**config.mk**
```make
export PLATFORM = sky130hd
export DESIGN_NAME = acc_adder_param
export DESIGN_NICKNAME = d
export VERILOG_FILES = /design/src/rtl/acc_adder_pkg.sv /design/src/rtl/acc_adder_ext.sv /design/src/rtl/acc_adder_param.sv
export SDC_FILE = /design/constraint.sdc
export NUM_CORES = 1
export LEC_CHECK = 0
export ABC_CLOCK_PERIOD_IN_PS = 3100
export CORE_ASPECT_RATIO = 1.4
export CORE_MARGIN = 1
export CORE_UTILIZATION = 56
export CTS_BUF_LIST = sky130_fd_sc_hd__clkbuf_4 sky130_fd_sc_hd__clkbuf_8
export DETAILED_ROUTE_END_ITERATION = 10
export MAX_ROUTING_LAYER = met4
export PLACE_DENSITY = 0.8
export SYNTH_ARGS = -nofsm -noshare
export SYNTH_HDL_FRONTEND = slang
export SYNTH_SLANG_ARGS = --single-unit
```
**constraint.sdc**
```tcl
create_clock -name clk -period 3.1 [get_ports clk]
set_input_delay 0.62 -clock clk [delete_from_list [all_inputs] [get_ports clk]]
set_output_delay 0.62 -clock clk [all_outputs]
set_load 0.005 [all_outputs]
```
**src/rtl/acc_adder_pkg.sv**
```systemverilog
// Shared types and range helpers for the tap-summing accumulator.
// Range helpers return 64-bit signed bounds so callers can compare against any ACC_W < 64.
package acc_adder_pkg;

  typedef enum logic {ACC, HOLD} state_e;
  typedef enum logic {MODE_UNSIGNED, MODE_SIGNED} mode_e;

  localparam int unsigned BOUND_W = 64;

  // Accumulator must hold TAPS full-scale samples in either mode without overflow.
  function automatic int unsigned acc_width(int unsigned data_w, int unsigned taps);
    return data_w + $clog2(taps) + 1;
  endfunction

  function automatic logic signed [BOUND_W-1:0] smax(int unsigned w);
    logic [BOUND_W-1:0] one;
    one = 64'd1;
    return $signed((one << (w - 1)) - 64'd1);
  endfunction

  function automatic logic signed [BOUND_W-1:0] smin(int unsigned w);
    logic [BOUND_W-1:0] one;
    one = 64'd1;
    return $signed(~((one << (w - 1)) - 64'd1));
  endfunction

  function automatic logic signed [BOUND_W-1:0] umax(int unsigned w);
    logic [BOUND_W-1:0] one;
    one = 64'd1;
    return $signed((one << w) - 64'd1);
  endfunction

  function automatic logic signed [BOUND_W-1:0] umin(int unsigned w);
    return (w == 0) ? 64'sd0 : 64'sd0;
  endfunction

endpackage

```
**src/rtl/acc_adder_ext.sv**
```systemverilog
// Combinational sign/zero extension of a DATA_W sample to ACC_W, selected by frame mode.
module acc_adder_ext
  import acc_adder_pkg::*;
#(
  parameter int unsigned DATA_W = 13,
  parameter int unsigned ACC_W  = 16
) (
  input  logic [DATA_W-1:0] din,
  input  mode_e             mode,
  output logic [ACC_W-1:0]  dout
);

  logic fill;

  assign fill = (mode == MODE_SIGNED) ? din[DATA_W-1] : 1'b0;
  assign dout = {{(ACC_W - DATA_W){fill}}, din};

endmodule

```
**src/rtl/acc_adder_param.sv**
```systemverilog
// Frame accumulator: sums TAPS accepted samples, presents one OUT_W result with overflow flag.
// Build option ACC_ADDER_SATURATE_EN clamps out-of-range results instead of wrapping.
module acc_adder_param
  import acc_adder_pkg::*;
#(
  parameter int unsigned DATA_W = 13,
  parameter int unsigned TAPS   = 4,
  parameter int unsigned OUT_W  = 13,
  parameter int unsigned ACC_W  = acc_width(DATA_W, TAPS)
) (
  input  logic              clk,
  input  logic              rst,
  input  logic [DATA_W-1:0] in_data,
  input  logic              in_signed,
  input  logic              in_valid,
  output logic              in_ready,
  output logic [OUT_W-1:0]  out_sum,
  output logic              out_ovf,
  output logic              out_valid,
  input  logic              out_ready
);

  localparam int unsigned CNT_W = $clog2(TAPS + 1);
  localparam logic signed [BOUND_W-1:0] S_MAX = smax(OUT_W);
  localparam logic signed [BOUND_W-1:0] S_MIN = smin(OUT_W);
  localparam logic signed [BOUND_W-1:0] U_MAX = umax(OUT_W);
  localparam logic signed [BOUND_W-1:0] U_MIN = umin(OUT_W);

  state_e                    state_q;
  mode_e                     mode_q;
  mode_e                     frame_mode;
  logic signed [ACC_W-1:0]   acc_q;
  logic [CNT_W-1:0]          count_q;
  logic [ACC_W-1:0]          ext_data;
  logic signed [ACC_W-1:0]   sum_next;
  logic signed [BOUND_W-1:0] sum_wide;
  logic [OUT_W-1:0]          res;
  logic                      ovf;
  logic                      take;
  logic                      last;

  // The first sample of a frame sets the mode; later samples reuse the latched one.
  assign frame_mode = (count_q == '0) ? (in_signed ? MODE_SIGNED : MODE_UNSIGNED) : mode_q;

  acc_adder_ext #(
    .DATA_W (DATA_W),
    .ACC_W  (ACC_W)
  ) u_ext (
    .din  (in_data),
    .mode (frame_mode),
    .dout (ext_data)
  );

  assign sum_next = acc_q + $signed(ext_data);
  assign sum_wide = {{(BOUND_W - ACC_W){sum_next[ACC_W-1]}}, sum_next};
  assign in_ready = (state_q == ACC);
  assign take     = in_valid && in_ready;
  assign last     = (count_q == CNT_W'(TAPS - 1));

  always_comb begin
    ovf = 1'b0;
    res = sum_next[OUT_W-1:0];
    if (frame_mode == MODE_SIGNED) begin
      if (sum_wide > S_MAX) begin
        ovf = 1'b1;
`ifdef ACC_ADDER_SATURATE_EN
        res = S_MAX[OUT_W-1:0];
`endif
      end else if (sum_wide < S_MIN) begin
        ovf = 1'b1;
`ifdef ACC_ADDER_SATURATE_EN
        res = S_MIN[OUT_W-1:0];
`endif
      end
    end else begin
      if (sum_wide > U_MAX) begin
        ovf = 1'b1;
`ifdef ACC_ADDER_SATURATE_EN
        res = U_MAX[OUT_W-1:0];
`endif
      end else if (sum_wide < U_MIN) begin
        ovf = 1'b1;
`ifdef ACC_ADDER_SATURATE_EN
        res = U_MIN[OUT_W-1:0];
`endif
      end
    end
  end

  always_ff @(posedge clk) begin
    if (rst) begin
      state_q   <= ACC;
      mode_q    <= MODE_SIGNED;
      acc_q     <= '0;
      count_q   <= '0;
      out_sum   <= '0;
      out_ovf   <= 1'b0;
      out_valid <= 1'b0;
    end else begin
      case (state_q)
        ACC: begin
          if (take) begin
            acc_q   <= sum_next;
            count_q <= count_q + CNT_W'(1);
            mode_q  <= frame_mode;
            if (last) begin
              state_q   <= HOLD;
              out_sum   <= res;
              out_ovf   <= ovf;
              out_valid <= 1'b1;
            end
          end
        end
        HOLD: begin
          if (out_ready) begin
            state_q   <= ACC;
            acc_q     <= '0;
            count_q   <= '0;
            out_valid <= 1'b0;
          end
        end
        default: state_q <= ACC;
      endcase
    end
  end

endmodule

```
==> reports/qor.yml <==
clock_sinks: 36
maxSlewViolCount: 0
yosysTopAreaCellShare_pct: 32.56
dpl.hpwl_um: 4162
fin_ws_ns: 0.1435
cts_tree: "yes"
initial_core_util_pct: 59.68
period_needed_ns: 2.957
syn_nets: 302
synth_area_leaders: "dfxtp_1 33%, ha_1 9.0%, a21oi_1 6.1%"
die-area_mm2: 0.004211
die_w_um: 55.14
grt_pass1_vias: 1999
min_path_cells: 2
cts.clk_slew.worst_paths_ns: 0.07
vias: 2078
post_drt_wl_per_cell_um: 15.15
ys_types: 54
nFillCells: 294
antenna_cells_inserted: 0
r2r_slack_ns: 0.59
place_congestion: 0.9942
grt_pass1_wl_um: 8914
tns_ns: 0
area_growth_pct: 27.08
crit_fanout: 3
crit_path_end_kind: "register"
grt_max_degree: 24
remaining_drc_errors: 0
viasPerCell: 5.788
hold_ws_ns: 0.4547
hold_path.class: "register to register"
synth_common_cells: "36 x dfxtp_1, 35 x nand2_1, 27 x a21oi_1"
hold_start: "out_sum[10]"
boundaryPins: 34
fin_crit_sh_pct: 95.37
worstHoldEndpoint: "out_sum[10]"
yosysTopAreaCell: "dfxtp_1"
grt_use_total_pct: 29.76
insertion_delay_ns: 0.30
ys_seq_elements: 36
die_h_um: 76.39
async_flop_share_pct: 0
hold_viol_final: 0
leakage_uw: 0.001115
reg2reg_from: "acc_q[0]"
ys_warn_count: 0
synth_top_flop_cell: "dfxtp_1"
fin_nets: 351
cp.required_ns: 3.29
synth_area_mm2: 0.002213
synthCells: 267
dp_cells: 351
core_area_mm2: 0.003709
rsz0062_at_grt: "no"
rows: 26
fmax_mhz: 338.2
tightestPinTransition_ns: 0.6699
clockBufferDepth: 2
setup_viol: 0
drv_cap: 0
startpoint: "in_data[0]"
clockRootBuffer: "clkbuf_8"
start_kind: "input port"
placement.io_buffers: 33
outcome: "completed"
cts_made_buffers: 5
stdcell_area_mm2: 0.002813
reg2reg_to: "out_ovf"
synth.avg_cell_area_um2: 8.290
synth-edff-count: 0
initialDrtViolationCount: 77
layout.cells.non_filler: 359
arrival_ns: 3.15
relSlewSlack_pct: 55.25
crit_type: "input port to register"
finalClockSkew_ns: 0.01006
htreeDepth: 2
ff2ff_path_depth: 11
powerDensity_mw_per_mm2: 518.7
peakVddDrop_mv: 0.4274
layout-drive-gt1-share_pct: 13.88
grt_overflow: 0
ant_nets: 0
synth.most_common_cell: "dfxtp_1"
drt-pass1-iter-count: 4
dp_slack_ns: -0.1707
wirelength_um: 5440
ys_seq_area_share_pct: 32.56
place_area_mm2: 0.002691
antenna_found_initial: 0
## sequential cells by signal, indices dropped and copies added (netlist names)
name and count:
out_ovf 1, out_valid 1, out_sum 13, state_q 1, acc_q 16, mode_q 1, count_q 3
## cell type report
class | count | area, µm² | share of cell area, %
Inverter | 11 | 41.29 | 1.468
Multi-Input combinational cell | 207 | 1391 | 49.47
Sequential cell | 36 | 720.7 | 25.62
Clock inverter | 2 | 35.03 | 1.246
Clock buffer | 6 | 76.32 | 2.714
Timing Repair Buffer | 55 | 495.5 | 17.62
Tap cell | 42 | 52.55 | 1.868
## layer usage
layer | global-route usage [%] | part of all wire, %
met5 | - | 0
met4 | 12.00 | 2.4
met3 | 5.788 | 3.4
met2 | 48.67 | 53
met1 | 34.00 | 41
## critical path, stage by stage
cell and delay, ns:
clkdlybuf4s50_1 0.42, ha_1 0.23, fa_1 0.43, a21oi_2 0.20, o21bai_1 0.10, a21oi_1 0.23
buf_4 0.15, o211ai_1 0.10, o211ai_2 0.09, xnor2_1 0.12, and3_1 0.20, o41ai_2 0.26
## logic make-up (layout without fill, tap and decap cells)
family | Yosys count | in the layout | synth area share (%)
simple gates | 94 | 94 | 19.84
compound gates | 79 | 79 | 24.93
flops | 36 | 36 | 32.56
buf+inv | 24 | 74 | 5.031
fa+ha+maj | 17 | 17 | 9.949
xor+xnor | 12 | 12 | 4.749
mux | 5 | 5 | 2.939
## where the power goes
part / leakage [µW] / switching, µW / total [µW] / internal, µW
logic: 0.000762 / 260 / 506 / 246
clock network: 0.0000586 / 178 / 425 / 248
registers: 0.000294 / 31.8 / 528 / 496
## through the flow
stage	util, %	total power (µW)
2_1_floorplan	-	874.4
3_3_place_gp	72.57	1019
3_5_place_dp	72.57	1034
4_1_cts	75.57	1454
5_1_grt	75.84	1535
6_report	75.84	1459
## worst max path at each step
| stage | endpoint | slack (ns) |
|---|---|---|
| 5_1_grt | out_ovf | 0.004 |
| 6_report | out_ovf | 0.14 |
| 3_3_place_gp | out_ovf | -0.04 |
| 2_1_floorplan | out_ovf | 0.49 |
| 4_1_cts | out_ovf | 0.14 |
| 3_5_place_dp | out_ovf | -0.17 |
## cells in the final DEF (no fill, tap or decap), types with 4 or more instances in the layout
master / Yosys / final
nor2b_1: 5 / 5
o21ai_0: 7 / 7
nor2_1: 26 / 26
a21oi_1: 27 / 26
clkbuf_8: 2 / 5
clkdlybuf4s50_1: 0 / 33
nand3_1: 4 / 4
nor3_1: 6 / 6
nand2_1: 35 / 35
ha_1: 16 / 16
buf_4: 0 / 22
xnor2_1: 9 / 9
inv_1: 11 / 11
a22oi_1: 13 / 13
dfxtp_1: 36 / 36
## timing repair
action / CTS / global route
hold buffers: 0 / 0
endpoints found under the hold margin: 0 / 0
resized for setup: 0 / 2
endpoints found under the setup margin: 0 / 1
buffers inserted: 0 / 0
(Power assumes the default switching activity.)
